[config.mk]
export PLATFORM = sky130hd
export DESIGN_NAME = mult_seq
export DESIGN_NICKNAME = d
export VERILOG_FILES = /design/src/rtl/mult_seq_pkg.sv /design/src/rtl/alu.sv /design/src/rtl/mult_seq.sv
export SDC_FILE = /design/constraint.sdc
export NUM_CORES = 1
export LEC_CHECK = 0
export ABC_AREA = 1
export BUFFER_PORTS_ARGS = -buffer_cell sky130_fd_sc_hd__buf_4
export CORE_ASPECT_RATIO = 0.7
export CORE_MARGIN = 10
export CORE_UTILIZATION = 60
export DETAILED_ROUTE_END_ITERATION = 8
export PLACE_DENSITY = 0.87
export REMOVE_ABC_BUFFERS = 1
export SETUP_SLACK_MARGIN = 0.4
export SLEW_MARGIN = 30
export SYNTH_ARGS = -nofsm -noshare
export SYNTH_HDL_FRONTEND = slang
export SYNTH_HIERARCHICAL = 1
export SYNTH_SLANG_ARGS = --single-unit
[constraint.sdc]
create_clock -name clk -period 2.9 [get_ports clk]
set_clock_uncertainty 0.1 [all_clocks]
set_input_delay 0.58 -clock clk [delete_from_list [all_inputs] [get_ports clk]]
set_output_delay 0.58 -clock clk [all_outputs]
set_load 0.1 [all_outputs]
[src/rtl/mult_seq_pkg.sv]
// rtl/mult_seq_pkg.sv - shared types and constants for the sequential multiplier
package mult_seq_pkg;

    localparam int DATA_W = 8;
    localparam int ITERS  = 8;
    localparam int CNT_W  = $clog2(ITERS);

    localparam logic [2:0] ALU_ADD = 3'b001;
    localparam logic [2:0] ALU_OVF = 3'b111;

    typedef enum logic [2:0] {
        ST_IDLE,
        ST_TEST,
        ST_CARRY,
        ST_ADD,
        ST_SHIFT,
        ST_DONE
    } state_t;

endpackage

[src/rtl/alu.sv]
// rtl/alu.sv - shared 8-bit alu; opcode 3'b111 returns the carry-out of a+b in bit 0
module alu
    import mult_seq_pkg::*;
(
    input  logic [DATA_W-1:0] a,
    input  logic [DATA_W-1:0] b,
    input  logic [2:0]        op,
    output logic [DATA_W-1:0] result,
    output logic              zero
);

    logic [DATA_W:0] sum;

    assign sum = {1'b0, a} + {1'b0, b};

    always_comb begin
        result = '0;
        case (op)
            3'b000:  result = a & b;
            3'b001:  result = sum[DATA_W-1:0];
            3'b010:  result = a - b;
            3'b011:  result = a | b;
            3'b100:  result = a ^ b;
            3'b101:  result = a;
            3'b110:  result = b;
            3'b111:  result = {{(DATA_W-1){1'b0}}, sum[DATA_W]};
            default: result = '0;
        endcase
    end

    assign zero = (result == '0);

endmodule

[src/rtl/mult_seq.sv]
// rtl/mult_seq.sv - 8x8 unsigned shift-and-add multiplier built around one shared alu
module mult_seq
    import mult_seq_pkg::*;
(
    input  logic                  clk,
    input  logic                  reset,
    input  logic                  start,
    input  logic [DATA_W-1:0]     mult_a,
    input  logic [DATA_W-1:0]     mult_b,
    output logic                  busy,
    output logic                  done,
    output logic [2*DATA_W-1:0]   product,
    output logic                  zero
);

    state_t              state;
    state_t              state_nx;
    logic [DATA_W-1:0]   m;
    logic [DATA_W-1:0]   hi;
    logic [DATA_W-1:0]   lo;
    logic                carry;
    logic [CNT_W-1:0]    count;
    logic [2:0]          alu_op;
    logic [DATA_W-1:0]   alu_out;
    logic [2*DATA_W-1:0] shift_val;
    logic                last_iter;

    // {carry, hi, lo} shifted right by one: the value hi/lo hold after SHIFT
    assign shift_val = {carry, hi, lo[DATA_W-1:1]};
    assign last_iter = (count == CNT_W'(ITERS - 1));

    alu u_alu (
        .a      (hi),
        .b      (m),
        .op     (alu_op),
        .result (alu_out),
        .zero   ()
    );

    always_ff @(posedge clk) begin
        if (reset) begin
            state   <= ST_IDLE;
            m       <= '0;
            hi      <= '0;
            lo      <= '0;
            carry   <= 1'b0;
            count   <= '0;
            product <= '0;
            zero    <= 1'b1;
        end else begin
            state <= state_nx;
            case (state)
                ST_IDLE: begin
                    if (start) begin
                        m     <= mult_a;
                        lo    <= mult_b;
                        hi    <= '0;
                        carry <= 1'b0;
                        count <= '0;
                    end
                end
                ST_CARRY: carry <= alu_out[0];
                ST_ADD:   hi    <= alu_out;
                ST_SHIFT: begin
                    hi    <= shift_val[2*DATA_W-1:DATA_W];
                    lo    <= shift_val[DATA_W-1:0];
                    carry <= 1'b0;
                    count <= count + CNT_W'(1);
                    if (last_iter) begin
                        product <= shift_val;
                        zero    <= (shift_val == '0);
                    end
                end
                default: ;
            endcase
        end
    end

    always_comb begin
        state_nx = state;
        case (state)
            ST_IDLE:  state_nx = start ? ST_TEST : ST_IDLE;
            ST_TEST:  state_nx = lo[0] ? ST_CARRY : ST_SHIFT;
            ST_CARRY: state_nx = ST_ADD;
            ST_ADD:   state_nx = ST_SHIFT;
            ST_SHIFT: state_nx = last_iter ? ST_DONE : ST_TEST;
            ST_DONE:  state_nx = ST_IDLE;
            default:  state_nx = ST_IDLE;
        endcase
    end

    always_comb begin
        busy   = (state != ST_IDLE);
        done   = (state == ST_DONE);
        alu_op = (state == ST_CARRY) ? ALU_OVF : ALU_ADD;
    end

endmodule

## Word level (Yosys, flattened, before mapping)

Index checks and enable logic that the tools add are counted.
W data, S select, Z words.

| word-level totals | value |
|---|---|
| register bits after elaboration | 48 |
| bits of input ports | 19 |
| logic and storage cells | 57 |

| cells by class | value |
|---|---|
| reductions and logical operators | 13 |
| bitwise logic cells | 3 |
| add/subtract/negate cells | 3 |
| equality and inequality tests | 15 |
| muxes and demuxes | 14 |

Operator list:

| cell | number |
|---|---|
| $pmux W8 S8 | 1 |
| $pmux W8 S3 | 1 |
| $eq A3 B3 Y1 const B | 7 |
| $logic_not A16 Y1 | 1 |
| $mux W8 | 2 |
| $pmux W8 S2 | 1 |
| $pmux W3 S5 | 1 |
| $eq A3 B2 Y1 const B | 4 |
| $mux W3 | 4 |
| $reduce_and A2 Y1 | 5 |
| $add A8 B8 Y9 | 1 |
| $reduce_bool A3 Y1 | 3 |
| $and A8 B8 Y8 | 1 |
| $or A8 B8 Y8 | 1 |
| $sub A8 B8 Y8 | 1 |
| $xor A8 B8 Y8 | 1 |
| $eq A3 B1 Y1 const B | 2 |
| $logic_not A3 Y1 | 2 |
| $pmux W3 S2 | 1 |
| $ne A2 B2 Y1 const B | 2 |
| $add A3 B1 Y3 const B | 1 |
| $pmux W1 S3 | 1 |
| $reduce_and A3 Y1 | 1 |
| $mux W1 | 2 |
| $reduce_bool A2 Y1 | 1 |

## Longest topological paths before layout

| depth | value |
|---|---|
| depth after elaboration | 5 |
| gate-level depth with buffers | 19 |

## Cells and area by module

Netlist, hierarchy kept.

By module, submodules not included:

| module | times used | sequential area each (µm²) | area each (µm²) | cells an instance |
|---|---|---|---|---|
| mult_seq | 1 | 960.9 | 2267.2 | 324 |
| alu | 1 | 0.0 | 1481.4 | 277 |

## Least setup slack after synthesis

OpenSTA, ideal clock, no wires.

| path | value |
|---|---|
| path type | reg-to-output |
| start | reg state[2] |
| end | out done |
| path slack | -0.553 ns |
| data required time | 2.220 ns |
| arrival | 2.773 ns |
| cell stages (with the launch flop) | 5 |
| path through | dfxtp_1 > buf_4 > inv_2 > buf_2 > nor3_1 |

| between the ends | value |
|---|---|
| cells in the longest elaborated chain, start to end | 1 |

RTL lines:

| element | line | text |
|---|---|---|
| start: declaration | mult_seq.sv:16 | `state_t state;` |
| start signal: assignment | mult_seq.sv:51 | `state <= state_nx;` |
| $eq A3 B3 Y1 | mult_seq.sv:94 | `done = (state == ST_DONE);` |
| end: declaration | mult_seq.sv:11 | `output logic done,` |

No other way between the ends.

## Worst setup path in the final report

| path | value |
|---|---|
| start | reg m[3] |
| end | reg hi[6] |

| between the ends | value |
|---|---|
| cells in the longest elaborated chain, start to end | 3 |
| elaborated cells between the ends (all ways) | 4 |
| those cells by class | add/sub: 2; mux: 2 |

RTL lines:

| element | line | text |
|---|---|---|
| start: declaration | mult_seq.sv:18 | `logic [DATA_W-1:0] m;` |
| start signal: assignment | mult_seq.sv:55 | `m <= mult_a;` |
| $sub A8 B8 Y8 / $add A8 B8 Y9 (equally long branches) | alu.sv:21, alu.sv:14 |  |
| $pmux W8 S8 * | alu.sv:18 | `case (op)` |
| via alu_out[6] | mult_seq.sv:24 | `logic [DATA_W-1:0] alu_out;` |
| $pmux W8 S3 * | mult_seq.sv:52 | `case (state)` |
| end signal: assignment | mult_seq.sv:63 | `ST_ADD: hi <= alu_out;` |
| end signal: assignment | mult_seq.sv:65 | `hi <= shift_val[2*DATA_W-1:DATA_W];` |
| end: declaration | mult_seq.sv:19 | `logic [DATA_W-1:0] hi;` |

The timed path passes the listed nets; every way through them passes the cells marked *.
A chain may end at the register's enable or synchronous reset.

==> out/metrics.csv <==
metric,value,unit
status,completed,
clk slew on worst S/H paths,0.09,ns
Area Overhead vs Synth,11.8,%
leakage power,2.03,nW
total power draw,1.81,mW
Mean Syn Cell Area,6.25,um^2
Worst-Margin Slew,0.549,ns
Reg2Reg Setup Slack,0.50,ns
Crit Path Category,flop to flop,
Vias/cell,5.84,
die span in y,85.9,um
Worst Setup SP,m[3]$_SDFFE_PP0P_,
CTS Hold Bufs,0,
initial antenna violation count,0,
Worst Hold Class,flop to flop,
clk sink count,48,
Placer Congestion,0.941,
post-layout util,70.9,%
"Max FO, Critical Path",8,
"Hold Vio Cnt, Final",0,
Levels on crit path,14,
DR iter-0 viols,624,
final cycle utilization of the critical path,82.6,%
Longest Clk Path Bufs,2,
Initial Util,63.4,%
synth warn,6,
CTS H-Tree Depth,2,
"commonest cells after routing, fill and taps aside","nand2_1, nand3_1, inv_1, nor2_1, buf_4",
Hold Slack,0.370,ns
P_int,1.14,mW
Clock Root Buffer,clkbuf_8,
"Arr. time, crit path",2.50,ns
Mapped Cells,596,
Sequential Power Share,40.5,%
TritonCTS clock tree,yes,
sw frac,37.1,%
worst reg-to-reg path cell count,14,
dpl ws,0.430,ns
critical path endpoint,hi[6]$_SDFFE_PP0P_,
post-route cell area,0.00416,mm^2
FF/Latch Area,970,um^2
startpoint types,flop,
DRC,0,
post-synthesis cell area,0.00372,mm^2
"Slew Viols, Final",0,
CP endpoint kind,flop,
core area,0.00587,mm^2
Post-DRT Antenna Nets,0,
unrepaired setup endpoints after global routing,yes,
diode count,0,
die area,0.00980,mm^2
PnR worst setup slack,0.504,ns
vias in the first global route,3759,
worst-path cell chain,"inv_1, ha_1, a21oi_1, nand2_2, nand2_1, nand3_1, nand3_1, nand3_1, nand2_1, inv_1, nand4_1, nand2_1, nor2_1, nor2_1",
WL/cell,15.6,um
reg-to-reg endpoint,hi[6]$_SDFFE_PP0P_,
TritonCTS Buffers,5,
Comb pwr share,31.7,%
clock share of power,27.8,%
drt pass-1 iters,5,
post-route minimum period,2.40,ns
Max stage delay on crit path,0.41,ns
worst skew pair latency,0.31,ns
share of layout cells above drive strength 1,14.9,%
I/O Buffers,37,
slowest CP cell,ha_1,
relative slew slack,63.2,%
reg-to-reg critical path startpoint,m[3]$_SDFFE_PP0P_,
# setup viols final,0,
final setup TNS,0,ns
Post-DP Area,0.00400,mm^2
routed vias,4111,
row cnt,23,
I/O pin count,38,
worst vdd ir,0.329,mV
P_sw,670,uW
FILL cells,503,
"non-filler cells, final",704,
Nets,674,
post-detail-place hpwl,8050,um
die extent in x,114,um
Crit path required time,3.01,ns
pwr/cell area,434,mW/mm^2
first-pass GRT wire length,18100,um
Worst path top cell family by delay,simple AND/OR/NAND/NOR gates,
maximum clock frequency,0.417,GHz
max_cap viols,0,
largest net degree at the start of global routing,33,
GR Util All Layers,21.8,%
Worst Path Buf+Inv,2,
placed cells,692,
area of the multi-input gates,0.00227,mm^2
total grt overflow,0,
"commonest non-fill, non-tap cell in the layout",nand2_1,
final WL,11000,um
==> power groups by stage <==
stage | Combinational, mW | Sequential (mW) | Clock (mW)
floorplan | 0.370 | 0.751 | 0
global placement | 0.527 | 0.742 | 0
detailed placement | 0.544 | 0.744 | 0
CTS | 0.550 | 0.729 | 0.497
global route | 0.634 | 0.736 | 0.524
finish | 0.572 | 0.732 | 0.502
==> final cells by class <==
cell class                 instances  area share, %
clock buffer                       5           1.65
inverter                          82           7.60
timing repair inverter             1          0.120
multi-input combinational        437           54.5
timing repair buffer              53           9.56
tap                               75           2.25
clock inverter                     3           1.02
sequential                        48           23.3
==> routing by layer <==
| metal | up-vias | wire (um) | track usage [%] |
|---|---|---|---|
| met5 | - | 0 | 0 |
| li1 | 1974 | - | - |
| met4 | 0 | 119 | 3.52 |
| met3 | 20 | 1290 | 4.04 |
| met2 | 245 | 4850 | 34.0 |
| met1 | 1872 | 4750 | 30.9 |
==> worst reg2reg max path, stage by stage, from the launching register on <==
cell and delay (ns):
dfxtp_1 0.40, inv_1 0.08, ha_1 0.41, a21oi_1 0.39, nand2_2 0.14, nand2_1 0.10, nand3_1 0.08, nand3_1 0.09
nand3_1 0.07, nand2_1 0.10, inv_1 0.05, nand4_1 0.08, nand2_1 0.06, nor2_1 0.10, nor2_1 0.04
==> worst min-delay path by stage <==
stage / from / to / slack [ns] / cells after the start
global placement: product[9]$_SDFFE_PP0P_ / product[9]$_SDFFE_PP0P_ / 0.35 / 2
detailed placement: product[4]$_SDFFE_PP0P_ / product[4]$_SDFFE_PP0P_ / 0.36 / 2
finish: product[1]$_SDFFE_PP0P_ / product[1]$_SDFFE_PP0P_ / 0.37 / 2
CTS: product[4]$_SDFFE_PP0P_ / product[4]$_SDFFE_PP0P_ / 0.37 / 2
global route: product[12]$_SDFFE_PP0P_ / product[12]$_SDFFE_PP0P_ / 0.40 / 2
floorplan: count[1]$_SDFFE_PP0P_ / count[1]$_SDFFE_PP0P_ / 0.34 / 2
==> state kept, by name, indices dropped and copies added (netlist names) <==
| signal | count |
|---|---|
| zero | 1 |
| count | 3 |
| hi | 8 |
| carry | 1 |
| product | 16 |
| lo | 8 |
| state | 3 |
| m | 8 |
==> repair_timing <==
action,4_1_cts,5_1_grt
setup buffers,0,3
setup endpoints to repair,0,7
gates resized for setup,0,10
Power figures use the tool's default switching activity.
